**src/rtl/pwm_deadtime_modulator_if.sv**
```systemverilog
// Signal bundle between the carrier/duty source and the dead-time PWM leg.
// The source side drives carrier, trigger, duty and control; the modulator
// side returns the registered gate pair and the duty-update pulse.
interface pwm_deadtime_modulator_if #(
    parameter int Width     = 7,
    parameter int DeadWidth = 4
);
    logic [Width-1:0]     carrier_i;
    logic                 trigger_i;
    logic [Width-1:0]     duty_i;
    logic                 duty_valid_i;
    logic [DeadWidth-1:0] dead_time_i;
    logic                 enable_i;
    logic                 gate_hi_o;
    logic                 gate_lo_o;
    logic                 update_o;

    modport master (
        output carrier_i,
        output trigger_i,
        output duty_i,
        output duty_valid_i,
        output dead_time_i,
        output enable_i,
        input  gate_hi_o,
        input  gate_lo_o,
        input  update_o
    );

    modport slave (
        input  carrier_i,
        input  trigger_i,
        input  duty_i,
        input  duty_valid_i,
        input  dead_time_i,
        input  enable_i,
        output gate_hi_o,
        output gate_lo_o,
        output update_o
    );
endinterface

```
**src/rtl/pwm_deadtime_modulator.sv**
```systemverilog
// Single-leg centre-aligned PWM modulator with dead-time insertion.
// A double-buffered duty is compared against the triangular carrier; the
// resulting reference drives a complementary gate pair through a small FSM
// that guarantees a programmable both-off interval at every commutation.
module pwm_deadtime_modulator #(
    parameter int Width     = 7,
    parameter int DeadWidth = 4
) (
    input logic                    clk_i,
    input logic                    rst_i,
    pwm_deadtime_modulator_if.slave bus
);

    typedef enum logic [1:0] {
        IDLE = 2'd0,
        HI   = 2'd1,
        LO   = 2'd2,
        DEAD = 2'd3
    } state_t;

    logic [Width-1:0]     duty_shadow;
    logic                 pending;
    logic [Width-1:0]     duty_active;
    logic                 update;
    logic                 ref_q;

    state_t               state;
    state_t               state_next;
    logic [DeadWidth-1:0] dcnt;
    logic [DeadWidth-1:0] dcnt_next;
    logic                 target;
    logic                 target_next;
    logic                 gate_hi;
    logic                 gate_lo;
    logic                 gate_hi_next;
    logic                 gate_lo_next;

    logic                 dead_zero;
    logic [DeadWidth-1:0] dead_reload;

    // Shadow capture and turnaround-synchronous activation of the duty value
    always_ff @(posedge clk_i) begin
        if (rst_i) begin
            duty_shadow <= '0;
            pending     <= 1'b0;
            duty_active <= '0;
            update      <= 1'b0;
        end else begin
            update <= 1'b0;
            if (bus.duty_valid_i && bus.trigger_i) begin
                // A strobe landing on the turnaround goes live immediately
                duty_shadow <= bus.duty_i;
                duty_active <= bus.duty_i;
                pending     <= 1'b0;
                update      <= 1'b1;
            end else begin
                if (bus.duty_valid_i) begin
                    duty_shadow <= bus.duty_i;
                    pending     <= 1'b1;
                end
                if (bus.trigger_i && pending) begin
                    duty_active <= duty_shadow;
                    pending     <= 1'b0;
                    update      <= 1'b1;
                end
            end
        end
    end

    // Registered carrier-versus-duty compare giving the symmetric PWM reference
    always_ff @(posedge clk_i) begin
        if (rst_i) begin
            ref_q <= 1'b0;
        end else begin
            ref_q <= (bus.carrier_i < duty_active);
        end
    end

    // A zero setting never loads the counter, so the reload is held at 0
    // rather than wrapping to the maximum count.
    assign dead_zero   = (bus.dead_time_i == '0);
    assign dead_reload = dead_zero ? '0 : (bus.dead_time_i - 1'b1);

    // Gate FSM state, dead-time counter and gate output registers
    always_ff @(posedge clk_i) begin
        if (rst_i) begin
            state   <= IDLE;
            dcnt    <= '0;
            target  <= 1'b0;
            gate_hi <= 1'b0;
            gate_lo <= 1'b0;
        end else begin
            state   <= state_next;
            dcnt    <= dcnt_next;
            target  <= target_next;
            gate_hi <= gate_hi_next;
            gate_lo <= gate_lo_next;
        end
    end

    // Next-state logic: commutate on reference changes, restarting the
    // dead interval whenever the reference moves again while both gates are off
    always_comb begin
        state_next   = state;
        dcnt_next    = dcnt;
        target_next  = target;
        gate_hi_next = 1'b0;
        gate_lo_next = 1'b0;

        if (!bus.enable_i) begin
            state_next = IDLE;
            dcnt_next  = '0;
        end else begin
            unique case (state)
                IDLE: begin
                    target_next = ref_q;
                    if (dead_zero) begin
                        state_next   = ref_q ? HI : LO;
                        gate_hi_next = ref_q;
                        gate_lo_next = !ref_q;
                    end else begin
                        state_next = DEAD;
                        dcnt_next  = dead_reload;
                    end
                end

                HI: begin
                    if (ref_q) begin
                        gate_hi_next = 1'b1;
                    end else begin
                        target_next = 1'b0;
                        if (dead_zero) begin
                            state_next   = LO;
                            gate_lo_next = 1'b1;
                        end else begin
                            state_next = DEAD;
                            dcnt_next  = dead_reload;
                        end
                    end
                end

                LO: begin
                    if (!ref_q) begin
                        gate_lo_next = 1'b1;
                    end else begin
                        target_next = 1'b1;
                        if (dead_zero) begin
                            state_next   = HI;
                            gate_hi_next = 1'b1;
                        end else begin
                            state_next = DEAD;
                            dcnt_next  = dead_reload;
                        end
                    end
                end

                DEAD: begin
                    if (ref_q != target) begin
                        // Reference pulse shorter than the dead time: swallow it
                        target_next = ref_q;
                        dcnt_next   = dead_reload;
                    end else if (dcnt == '0) begin
                        state_next   = target ? HI : LO;
                        gate_hi_next = target;
                        gate_lo_next = !target;
                    end else begin
                        dcnt_next = dcnt - 1'b1;
                    end
                end

                default: begin
                    state_next = IDLE;
                end
            endcase
        end
    end

    assign bus.gate_hi_o = gate_hi;
    assign bus.gate_lo_o = gate_lo;
    assign bus.update_o  = update;

endmodule

```
**src/flat_wrapper.sv**
```systemverilog
// flat-port wrapper written by rule: the top's interface ports become plain ports
module pwm_deadtime_modulator_flat 
#(
    parameter int Width     = 7,
    parameter int DeadWidth = 4
)
  (clk_i, rst_i, bus_carrier_i, bus_trigger_i, bus_duty_i, bus_duty_valid_i, bus_dead_time_i, bus_enable_i, bus_gate_hi_o, bus_gate_lo_o, bus_update_o);
  pwm_deadtime_modulator_if #(.Width(Width), .DeadWidth(DeadWidth)) bus_i ();
  input logic clk_i;
  input logic rst_i;
  input wire logic [$bits(bus_i.carrier_i)-1:0] bus_carrier_i;
  input wire logic [$bits(bus_i.trigger_i)-1:0] bus_trigger_i;
  input wire logic [$bits(bus_i.duty_i)-1:0] bus_duty_i;
  input wire logic [$bits(bus_i.duty_valid_i)-1:0] bus_duty_valid_i;
  input wire logic [$bits(bus_i.dead_time_i)-1:0] bus_dead_time_i;
  input wire logic [$bits(bus_i.enable_i)-1:0] bus_enable_i;
  output wire logic [$bits(bus_i.gate_hi_o)-1:0] bus_gate_hi_o;
  output wire logic [$bits(bus_i.gate_lo_o)-1:0] bus_gate_lo_o;
  output wire logic [$bits(bus_i.update_o)-1:0] bus_update_o;
  assign bus_i.carrier_i = bus_carrier_i;
  assign bus_i.trigger_i = bus_trigger_i;
  assign bus_i.duty_i = bus_duty_i;
  assign bus_i.duty_valid_i = bus_duty_valid_i;
  assign bus_i.dead_time_i = bus_dead_time_i;
  assign bus_i.enable_i = bus_enable_i;
  assign bus_gate_hi_o = bus_i.gate_hi_o;
  assign bus_gate_lo_o = bus_i.gate_lo_o;
  assign bus_update_o = bus_i.update_o;
  pwm_deadtime_modulator #(.Width(Width), .DeadWidth(DeadWidth)) u_core (.clk_i(clk_i), .rst_i(rst_i), .bus(bus_i));
endmodule
```
**config.mk**
```make
export PLATFORM = sky130hd
export DESIGN_NAME = pwm_deadtime_modulator_flat
export DESIGN_NICKNAME = d
export VERILOG_FILES = /design/src/rtl/pwm_deadtime_modulator_if.sv /design/src/rtl/pwm_deadtime_modulator.sv /design/src/flat_wrapper.sv
export SDC_FILE = /design/constraint.sdc
export NUM_CORES = 1
export LEC_CHECK = 0
export ABC_AREA = 1
export BUFFER_PORTS_ARGS = -buffer_cell sky130_fd_sc_hd__buf_4
export CORE_AREA = 2 2 71 73
export CTS_CLUSTER_DIAMETER = 50
export DETAILED_ROUTE_END_ITERATION = 10
export DIE_AREA = 0 0 73 75
export MAX_ROUTING_LAYER = met4
export SKIP_CTS_REPAIR_TIMING = 1
export SLEW_MARGIN = 20
export SYNTH_ARGS = -nofsm -noshare
export SYNTH_HDL_FRONTEND = slang
export SYNTH_SLANG_ARGS = --single-unit
```
**constraint.sdc**
```tcl
create_clock -name clk_i -period 1.22 [get_ports clk_i]
set_input_delay 0.122 -clock clk_i [delete_from_list [all_inputs] [get_ports clk_i]]
set_output_delay 0.122 -clock clk_i [all_outputs]
set_load 0.01 [all_outputs]
```
# After elaboration in Yosys (flattened, before gate mapping)
# Cells that the tools add are included.
[classes]
n_lt_le_gt_ge = 1
n_reduce_logical = 14
n_addsub = 2
bitwise_logic = 1
n_eq_ne = 10
mux = 40
[ops]
columns = ["cell", "count"]
rows = [
  ["$mux 7", 4],
  ["$mux 4", 6],
  ["$mux 1", 17],
  ["$mux 2", 8],
  ["$pmux 4 s4", 1],
  ["$pmux 1 s4", 3],
  ["$logic_not 4->1", 2],
  ["$pmux 2 s4", 1],
  ["$reduce_and 4->1", 2],
  ["$sub 4x1->4 const B", 2],
  ["$lt 7x7->1", 1],
  ["$ne 2x1->1 const B", 3],
  ["$eq 2x2->1 const B", 2],
  ["$ne 2x2->1 const B", 2],
  ["$reduce_bool 2->1", 2],
  ["$ne 3x2->1 const B", 1],
  ["$reduce_and 3->1", 1],
  ["$reduce_or 3->1", 1],
  ["$eq 2x1->1 const B", 1],
  ["$logic_and 1x1->1", 2],
  ["$logic_not 1->1", 2],
  ["$logic_not 2->1", 1],
  ["$reduce_or 2->1", 1],
  ["$ne 1x1->1", 1],
  ["$not 1->1", 1],
]
[word_totals]
out_inout_bits = 3
inputBits = 23
register_bits = 26
word_cells = 78

# Longest topological paths before layout
# Gate-level depths: netlist (run 1).
[logic_depth]
ltp_word = 5
mapped_depth = 11
mapped_depth_nobuf = 10

# Worst setup path after synthesis (run 1)
# Ideal clock, no wire load.
[synth_path]
kind = "reg2reg"
from = "register u_core.state[1]"
to = "register u_core.state[1]"
path_stages_with_launch = 8
n_path_buf = 0
slack_ns = -0.126
setup_time_ns = 0.114
arrival_time_ns = 1.233
period_less_slack_ns = 1.346
required_time_ns = 1.106
path_cell_list = "dfxtp_1 -> inv_1 -> ha_1 -> or2_2 -> a21oi_1 -> nand2_1 -> a21oi_1 -> nor2_1"
[synth_between]
elab_chain_len = 3
word_cells_on_any_way = 10
cone_classes = "7 x eq/ne; 1 x mux; 2 x reduce/logical"
[synth_lines]
columns = ["item", "line_no", "text"]
rows = [
  ["start: declaration", "pwm_deadtime_modulator.sv:27", "state_t state;"],
  ["start signal: assignment", "pwm_deadtime_modulator.sv:93", "state <= state_next;"],
  ["$eq 2x2->1 or $eq 2x1->1 (tied branches)", "pwm_deadtime_modulator.sv:114", "unique case (state)"],
  ["$ne 2x2->1 (no source line) or $ne 2x1->1 (tied branches)", "--", ""],
  ["$reduce_and 4->1 (no source line)", "--", ""],
]
# Parallel ways exist; a longest one is shown, timed or not.
# A chain may end at the register's enable or synchronous reset.

# Worst setup path after layout (run 1)
[layout_path]
from = "register u_core.state[1]"
to = "register u_core.dcnt[1]"
[layout_between]
elab_chain_len = 3
word_cells_on_any_way = 9
cone_classes = "6 x eq/ne; 1 x mux; 2 x reduce/logical"
[layout_lines]
columns = ["item", "line_no", "text"]
rows = [
  ["$eq 2x2->1 or $eq 2x1->1 (tied branches)", "pwm_deadtime_modulator.sv:114", ""],
  ["$ne 3x2->1 (no source line), or another cell as far along", "--", ""],
  ["$reduce_and 3->1 (no source line)", "--", ""],
  ["end signal: assignment", "pwm_deadtime_modulator.sv:94", "dcnt <= dcnt_next;"],
  ["end: declaration", "pwm_deadtime_modulator.sv:29", "logic [DeadWidth-1:0] dcnt;"],
]
# Parallel ways exist; a longest one is shown, timed or not.

==> reports/metrics.yaml, run 1 <==
outcome:
  violations: "setup timing"
  outcome: "complete, but fails checks"
final_layout:
  nets: 305
  fin_cells: 324
  n_antenna_cell: 0
  synthToLayoutAreaGrowth_pct: 33.26
  drive_above_1_share: 0.3370
  fillers: 482
worst_hold_path:
  hp-class: "input port to register"
  holdCritStartpoint: "bus_trigger_i"
placed_design:
  hpwl_um: 2706
  io_buffers: 25
  pre_cts_ws_ps: -81.15
  placedCellCount: 320
  gp_congestion: 0.8495
global_routing:
  grt_max_degree: 15
  grt_pass1_wl_um: 5858
  grt_pass1_vias: 1390
  grt_util_all_layers: 0.1394
  grt_overflow: 0
  antenna_found_initial: 0
timing:
  timing.final.crit_share: 1.066
  fmax_mhz: 768.9
  tns_ps: -455.1
  hold_viol_final: 0
  grt_setup_unrepaired: "true"
  tightest_slew_ps: 267.1
  setup_violations: 7
  max_slew_margin: 0.8212
  min_period_ps: 1300
  skew_ps: 7.162
  slew_viol_final: 0
  fin_ws_ps: -80.48
clock_tree:
  cts_max_level: 1
  clock-sinks: 26
  cts_root_buf: "clkbuf_8"
  cts_tree: "done"
  clock_latency_ps: 270
  clockBufferDepth: 2
  numCtsBuffers: 3
  path_clk_slew_ps: 90
route:
  drc: 0
  vias: 1499
  viasPerCell: 4.627
  post_drt_wl_per_cell_um: 10.47
  dr.pass1.iters: 4
  antenna_left: 0
  finalWirelength_um: 3392
  drt_first_iter_violations: 33
yosys:
  synth.distinct_cells: 31
  syn-instance-count: 228
  synthFlopType: "dfxtp_1"
  synth_edf_count: 0
  yosys.area.top_type: "dfxtp_1"
  synth.top_cell.area_share: 0.3232
  netlist_area_um2: 1610
  synth-async-reset-ratio: 0
  synthesis.nets: 262
  synth.avg_cell_area_um2: 7.063
  synth_seq_cells: 26
  ys.warnings.count: 0
  synth.area.top_cells: "dfxtp_1 (32%), nand2_1 (13%), ha_1 (8.5%)"
  ys_seq_area_frac: 0.3232
power:
  power_density_nw_per_um2: 1006
  vdd_drop_max_mv: 0.5182
  switchingPower_uw: 688.2
  combPwrFrac: 0.328
  internal-power_mw: 1.471
  pwr-share-seq: 0.442
  p_leak_nw: 1.002
  pwr-share-clk: 0.230
  switching_share: 0.3187
floorplan:
  core_area_um2: 4661
  die_h_um: 75
  initial_core_util: 0.3455
  io_pins: 26
  rows: 25
  die_w_um: 73
  dieArea_um2: 5475
setup_path:
  cp_cell_sequence: "inv_4 -> ha_4 -> nand2_4 -> inv_4 -> nor2_8 -> nand2_4 -> nor2_8 -> nand2_2 -> a21oi_2"
  cp-start-kind: "register"
  required_ps: 1430
  path_max_fanout: 5
  crit_path_start: "u_core.state[1]"
  r2r-start: "u_core.state[1]"
  critical_path_class: "register to register"
  slowest_stage: "dfxtp_4"
  r2r_slack_ps: -80
  max_stage_delay_ps: 400
  critPathCaptureType: "register"
  path_delay_family: "simple AND/OR/NAND/NOR gates"
  cp_data_arrival_time_ps: 1510
  cp_num_buf_inv: 2
flow_run:
  max_cap_violations: 0
## state kept, by name, summed over array words and instances, names as in the netlist
name and flops:
u_core.duty_shadow 7, u_core.state 2, u_core.dcnt 4, u_core.bus.gate_lo_o 1, u_core.bus.update_o 1, u_core.bus.gate_hi_o 1
u_core.pending 1, u_core.ref_q 1, u_core.target 1, u_core.duty_active 7
## path summary, 6_finish.rpt
| check | end | depth (start not counted) |
|---|---|---|
| worst min register to register | u_core.dcnt[1] | 2 |
| worst max register to register | u_core.dcnt[1] | 9 |
| worst max-delay path | u_core.dcnt[1] | 9 |
| worst min-delay path | u_core.pending | 2 |
## layout make-up
cell class / count / area, um2 / area share
Clock inverter: 1 / 3.754 / 0.001749
Sequential cell: 26 / 530.5 / 0.2472
Multi-Input combinational cell: 167 / 1057 / 0.4927
Inverter: 30 / 122.6 / 0.05714
Clock buffer: 3 / 41.29 / 0.01924
Tap cell: 54 / 67.56 / 0.03149
Timing Repair Buffer: 43 / 322.8 / 0.1504
## metal layers
metal | routed length, um | up-vias | global-route usage | part of all wire
met5 | 0 | - | - | 0
met4 | 39 | 0 | 0.04321 | 0.011
met3 | 150 | 4 | 0.02410 | 0.044
met2 | 1597 | 30 | 0.2362 | 0.47
met1 | 1604 | 643 | 0.1690 | 0.47
li1 | - | 822 | - | -
## power groups by stage
stage                     clock, mW  combinational (mW)  sequential (mW)
after global placement            0               0.675            0.973
after floorplan                   0               0.465            0.970
after global routing          0.560               0.801            0.965
after detailed placement          0               0.679            0.974
after CTS                     0.517               0.683            0.954
final                         0.496               0.708            0.955
## synthesized netlist by cell type, types with 2 or more instances
master     n
inv_2      6
nor2_8     2
nand3b_1   2
nor2_2     2
a21oi_1   24
ha_1      11
nand2_4    3
nand2_1   56
o21ai_0   17
nand3_1    8
o21ai_1    4
buf_4      2
nand2_2    5
nand4_1    5
inv_1     24
nor2_1    15
dfxtp_1   26
nor2_4     3
## placed cells by master, fill, tap and decap left out, types with 6 or more instances in the layout
cell type  instances
o21ai_0           15
inv_1             21
a21oi_1           21
ha_4               6
nand2_1           55
buf_4             43
dfxtp_1           22
nand2_2            6
nor2_1            14
nand3_1            6
## cells by family after synthesis
logic type | share of synthesized area
buf+inv | 0.09168
xor+xnor | 0.005440
compound gates | 0.1640
fa+ha+maj | 0.08547
simple gates | 0.3302
flops | 0.3232
## per-stage QoR
step           hold WS (ps)  cell area (um2)  total power [mW]    util
6_report              75.12             2146             2.159  0.4604
2_1_floorplan         200.0             1698             1.435       -
3_5_place_dp          360.8             2049             1.653  0.4397
4_1_cts               66.55             2095             2.154  0.4494
5_1_grt               75.44             2146             2.326  0.4604
3_3_place_gp          354.7             2049             1.648  0.4397
(Power assumes the default switching activity.)
==> inputs of run 2 (changes only) <==
--- a/config.mk
+++ b/config.mk
@@ -12,6 +12,7 @@
 export DETAILED_ROUTE_END_ITERATION = 10
 export DIE_AREA = 0 0 73 75
 export MAX_ROUTING_LAYER = met4
+export PLACE_DENSITY = 0.56
 export SKIP_CTS_REPAIR_TIMING = 1
 export SLEW_MARGIN = 20
 export SYNTH_ARGS = -nofsm -noshare
==> run 2 against run 1 <==
The run still ends with setup timing left. Setup slack lost 42 ps. Largest cell class unchanged. Critical path depth grew 1. Flip-flop and latch count unchanged.
==> reports/metrics.yaml, run 2 (same netlist as run 1, synthesis figures left out) <==
global_routing:
  grt_overflow: 0
  grt_max_degree: 16
  antenna_found_initial: 0
  grt_pass1_vias: 1410
  grt_util_all_layers: 0.1434
  grt_pass1_wl_um: 6016
final_layout:
  fillers: 480
  final_cell_mix: "nand2_1 (54), buf_4 (45), dfxtp_1 (22)"
  nets: 308
  final_common_cell: "nand2_1"
  n_antenna_cell: 0
  synthToLayoutAreaGrowth_pct: 38.62
  drive_above_1_share: 0.3736
  top_regs: "u_core.duty_active: 7 flops, u_core.duty_shadow: 7 flops, u_core.dcnt: 4 flops"
floorplan:
  rows: 25
  die_w_um: 73
  core_area_um2: 4661
  io_pins: 26
  initial_core_util: 0.3455
  dieArea_um2: 5475
  die_h_um: 75
clock_tree:
  cts_root_buf: "clkbuf_8"
  clock-sinks: 26
  clock_latency_ps: 280
  numCtsBuffers: 3
  path_clk_slew_ps: 100
  cts_max_level: 1
  cts_tree: "done"
  clockBufferDepth: 2
setup_path:
  required_ps: 1410
  cp-start-kind: "register"
  max_stage_delay_ps: 400
  path_max_fanout: 5
  cp_cell_sequence: "inv_4 -> ha_4 -> nand2_4 -> inv_4 -> nor2_8 -> nand2_4 -> nor2_8 -> nand2_1 -> inv_1 -> nor2_1"
  cp_data_arrival_time_ps: 1530
  path_delay_family: "simple AND/OR/NAND/NOR gates"
  critPathCaptureType: "register"
  critical_path_class: "register to register"
  slowest_stage: "dfxtp_4"
  cp_num_buf_inv: 3
  r2r_slack_ps: -120
power:
  total_power_mw: 2.369
  power_density_nw_per_um2: 1061
  vdd_drop_max_mv: 0.6992
  p_leak_nw: 1.040
placed_design:
  gp_congestion: 0.8058
  hpwl_um: 2796
  io_buffers: 25
route:
  finalWirelength_um: 3528
  post_drt_wl_per_cell_um: 10.79
  antenna_left: 0
  drc: 0
  vias: 1497
  dr.pass1.iters: 4
  viasPerCell: 4.578
  drt_first_iter_violations: 34
timing:
  setup_violations: 7
  grt_setup_unrepaired: "true"
  holdWs_ps: 75.14
  hold_viol_final: 0
  fin_ws_ps: -122.1
  timing.final.crit_share: 1.100
  slew_viol_final: 0
  skew_ps: 9.602
  tightest_slew_ps: 225.5
  fmax_mhz: 745.1
  max_slew_margin: 0.8495
  min_period_ps: 1342
flow_run:
  max_cap_violations: 0
outcome:
  violations: "setup timing"
  outcome: "complete, but fails checks"
worst_hold_path:
  hp-class: "input port to register"
[run 2: layout make-up]
type                    count  area [um2]  share of cell area
flip-flops and latches     26       530.5              0.2377
clock buffers               4       66.31             0.02971
well taps                  54       67.56             0.03027
multi-input cells         167        1087              0.4871
inverters                  30       122.6             0.05493
repair buffers             46       357.8              0.1603
[run 2: metal layers]
| metal | global-route usage | vias to the layer above | routed length (um) |
|---|---|---|---|
| met5 | - | - | 0 |
| met4 | 0.03292 | 0 | 19 |
| met3 | 0.03614 | 2 | 109 |
| met2 | 0.2472 | 22 | 1769 |
| met1 | 0.1679 | 645 | 1629 |
| li1 | - | 828 | - |
[run 2: through the flow]
| step | area, um2 | setup WS [ps] | TNS (ps) | std cells | util |
|---|---|---|---|---|---|
| global route | 2232 | -203.2 | -1301 | 327 | 0.4789 |
| finish | 2232 | -122.1 | -685.3 | 327 | 0.4789 |
| floorplan | 1698 | -17.22 | -27.67 | 228 | - |
| global placement | 2057 | -79.04 | -331.1 | 321 | 0.4413 |
| CTS | 2123 | -104.7 | -615.1 | 325 | 0.4556 |
| detailed placement | 2057 | -84.69 | -463.8 | 321 | 0.4413 |
[run 2: path summary, 6_finish.rpt]
path	from	endpoint	depth (start not counted)
hold / removal	bus_trigger_i	u_core.pending	2
setup reg to reg	u_core.state[1]	u_core.dcnt[2]	10
setup / recovery	u_core.state[1]	u_core.dcnt[2]	10
hold reg to reg	u_core.duty_shadow[0]	u_core.duty_shadow[0]	2
[run 2: report_power, final]
group / internal [mW] / leakage [nW] / switching (mW)
clock network: 0.357 / 0.0339 / 0.289
registers: 0.912 / 0.216 / 0.0462
logic: 0.372 / 0.790 / 0.393
total: 1.64 / 1.04 / 0.728
==> inputs of run 3 (changes only) <==
--- a/config.mk
+++ b/config.mk
@@ -7,12 +7,13 @@
 export LEC_CHECK = 0
 export ABC_AREA = 1
 export BUFFER_PORTS_ARGS = -buffer_cell sky130_fd_sc_hd__buf_4
-export CORE_AREA = 2 2 71 73
+export CORE_AREA = 2 2 60 62
 export CTS_CLUSTER_DIAMETER = 50
 export DETAILED_ROUTE_END_ITERATION = 10
-export DIE_AREA = 0 0 73 75
+export DIE_AREA = 0 0 62 64
 export MAX_ROUTING_LAYER = met4
-export PLACE_DENSITY = 0.56
+export PLACE_DENSITY = 0.74
+export SETUP_SLACK_MARGIN = 0.05
 export SKIP_CTS_REPAIR_TIMING = 1
 export SLEW_MARGIN = 20
 export SYNTH_ARGS = -nofsm -noshare
==> run 3 against run 2 <==
Critical path depth down 1. Largest cell class unchanged. Via count rose by 3.6%. First-iteration DRC count rose by 97%. Power fell by 8.7%. Combinational power about the same. Final cell count down 3.7%. The run still ends with setup timing left. Setup slack gained 1.3 ps. Highest routed layer unchanged. Fmax about the same. Clock power is 32% lower. Register-to-register slack is essentially flat.
==> reports/metrics.yaml, run 3 (same netlist as run 1, synthesis figures left out) <==
outcome:
  outcome: "complete, but fails checks"
  violations: "setup timing"
clock_tree:
  cts_max_level: 1
  clockBufferDepth: 2
  clock-sinks: 26
  path_clk_slew_ps: 140
  numCtsBuffers: 3
  cts_tree: "done"
  clock_latency_ps: 320
  cts_root_buf: "clkbuf_4"
final_layout:
  n_antenna_cell: 0
  final_cell_mix: "nand2_1 (55), buf_4 (39), a21oi_1 (19), dfxtp_1 (19), inv_1 (18)"
  final_common_cell: "nand2_1"
  nets: 304
  top_regs: "u_core.duty_active: 7 flops, u_core.duty_shadow: 7 flops, u_core.dcnt: 4 flops"
  synthToLayoutAreaGrowth_pct: 38.54
  final_util: 0.6792
  drive_above_1_share: 0.4015
  design_area_um2: 2231
power:
  total_power_mw: 2.162
  p_leak_nw: 1.013
  power_density_nw_per_um2: 969.2
  vdd_drop_max_mv: 0.5485
setup_path:
  crit_cells: 9
  path_delay_family: "simple AND/OR/NAND/NOR gates"
  critical_path_class: "register to register"
  rr_endpoint: "u_core.dcnt[3]"
  cp-start-kind: "register"
  max_stage_delay_ps: 420
  r2r_slack_ps: -120
  required_ps: 1490
  critPathCaptureType: "register"
  cp_num_buf_inv: 2
  cp_data_arrival_time_ps: 1610
  slowest_stage: "dfxtp_4"
  cp_cell_sequence: "inv_4 -> ha_4 -> nand2_4 -> inv_4 -> nor2_8 -> nand2_4 -> nor2_8 -> o21ai_2 -> nor2_1"
  path_max_fanout: 5
  rr_worst_depth: 9
  r2r-start: "u_core.state[1]"
floorplan:
  core_area_um2: 3284
  io_pins: 26
  die_h_um: 64
  die_w_um: 62
  dieArea_um2: 3968
  initial_core_util: 0.4903
  rows: 21
worst_hold_path:
  hold_path_depth: 2
  holdCritStartpoint: "rst_i"
  holdPathEnd: "u_core.ref_q"
  hp-class: "input port to register"
timing:
  skew_ps: 5.690
  slew_viol_final: 0
  tightest_slew_ps: 267.2
  grt_setup_unrepaired: "true"
  hold_viol_final: 0
  fin_ws_ps: -120.8
  min_period_ps: 1341
  fmax_mhz: 745.8
  setup_violations: 6
  tns_ps: -536.9
  timing.final.crit_share: 1.099
  max_slew_margin: 0.8212
route:
  vias: 1551
  antenna_left: 0
  drt_first_iter_violations: 67
  drc: 0
  post_drt_wl_per_cell_um: 10.71
  finalWirelength_um: 3373
  viasPerCell: 4.924
  dr.pass1.iters: 6
flow_run:
  max_cap_violations: 0
placed_design:
  pre_cts_ws_ps: -76.09
  gp_congestion: 0.8483
  hpwl_um: 2561
  post_dp_cell_area_um2: 2032
  io_buffers: 25
global_routing:
  grt_pass1_wl_um: 5671
  grt_max_degree: 15
  antenna_found_initial: 0
  grt_pass1_vias: 1406
  grt_overflow: 0
  grt_util_all_layers: 0.1874
[run 3: cell types whose count changed in the layout (fill, tap and decap cells not counted), moves of 3 or more]
cell      previous run  this run
buf_4               45        39
clkbuf_4             0         3
dfxtp_1             22        19
dfxtp_2              2         5
ha_1                 5         1
ha_4                 6        10
nand2_2              7         4
o21ai_2              1         4
[run 3: worst reg2reg max path: stages, from the launching register on]
cell and delay, ps:
dfxtp_4 420, inv_4 60, ha_4 170, nand2_4 80, inv_4 40, nor2_8 110, nand2_4 90, nor2_8 130
o21ai_2 80, nor2_1 110
[run 3: stage by stage]
stage                     hold slack (ps)  instances
after floorplan                     200.0        228
after global placement              356.5        309
after detailed placement            360.7        309
after CTS                          -1.403        313
after global routing                34.16        315
final                               42.11        315
[run 3: power breakdown]
part / switching (mW) / leakage (nW) / total (mW) / internal, mW
combinational: 0.404 / 0.775 / 0.764 / 0.360
clock: 0.257 / 0.0210 / 0.439 / 0.183
sequential: 0.0450 / 0.217 / 0.959 / 0.914
total: 0.706 / 1.01 / 2.16 / 1.46
[run 3: worst max-delay path by stage]
| stage | end | startpoint | slack, ps |
|---|---|---|---|
| final | u_core.dcnt[3] | u_core.state[1] | -120 |
| after floorplan | u_core.state[1] | u_core.state[0] | -20 |
| after global placement | u_core.state[1] | u_core.state[1] | -50 |
| after detailed placement | u_core.dcnt[1] | u_core.state[0] | -80 |
| after CTS | u_core.dcnt[1] | u_core.state[0] | -110 |
| after global routing | u_core.dcnt[3] | u_core.state[1] | -210 |
[run 3: cell type report]
class | count | area, um2
Multi-Input combinational cell | 167 | 1146
Fill cell | 286 | 1054
Sequential cell | 26 | 534.3
Timing Repair Buffer | 42 | 334.1
Inverter | 30 | 122.6
Tap cell | 46 | 57.56
Clock buffer | 4 | 36.28
[run 3: layer usage]
metal  vias up  part of all wire  GRT usage
li1        824                 -          -
met1       696              0.43     0.2285
met2        29              0.52     0.3255
met3         2             0.040    0.02429
met4         0            0.0030    0.03191
met5         -                 0          -
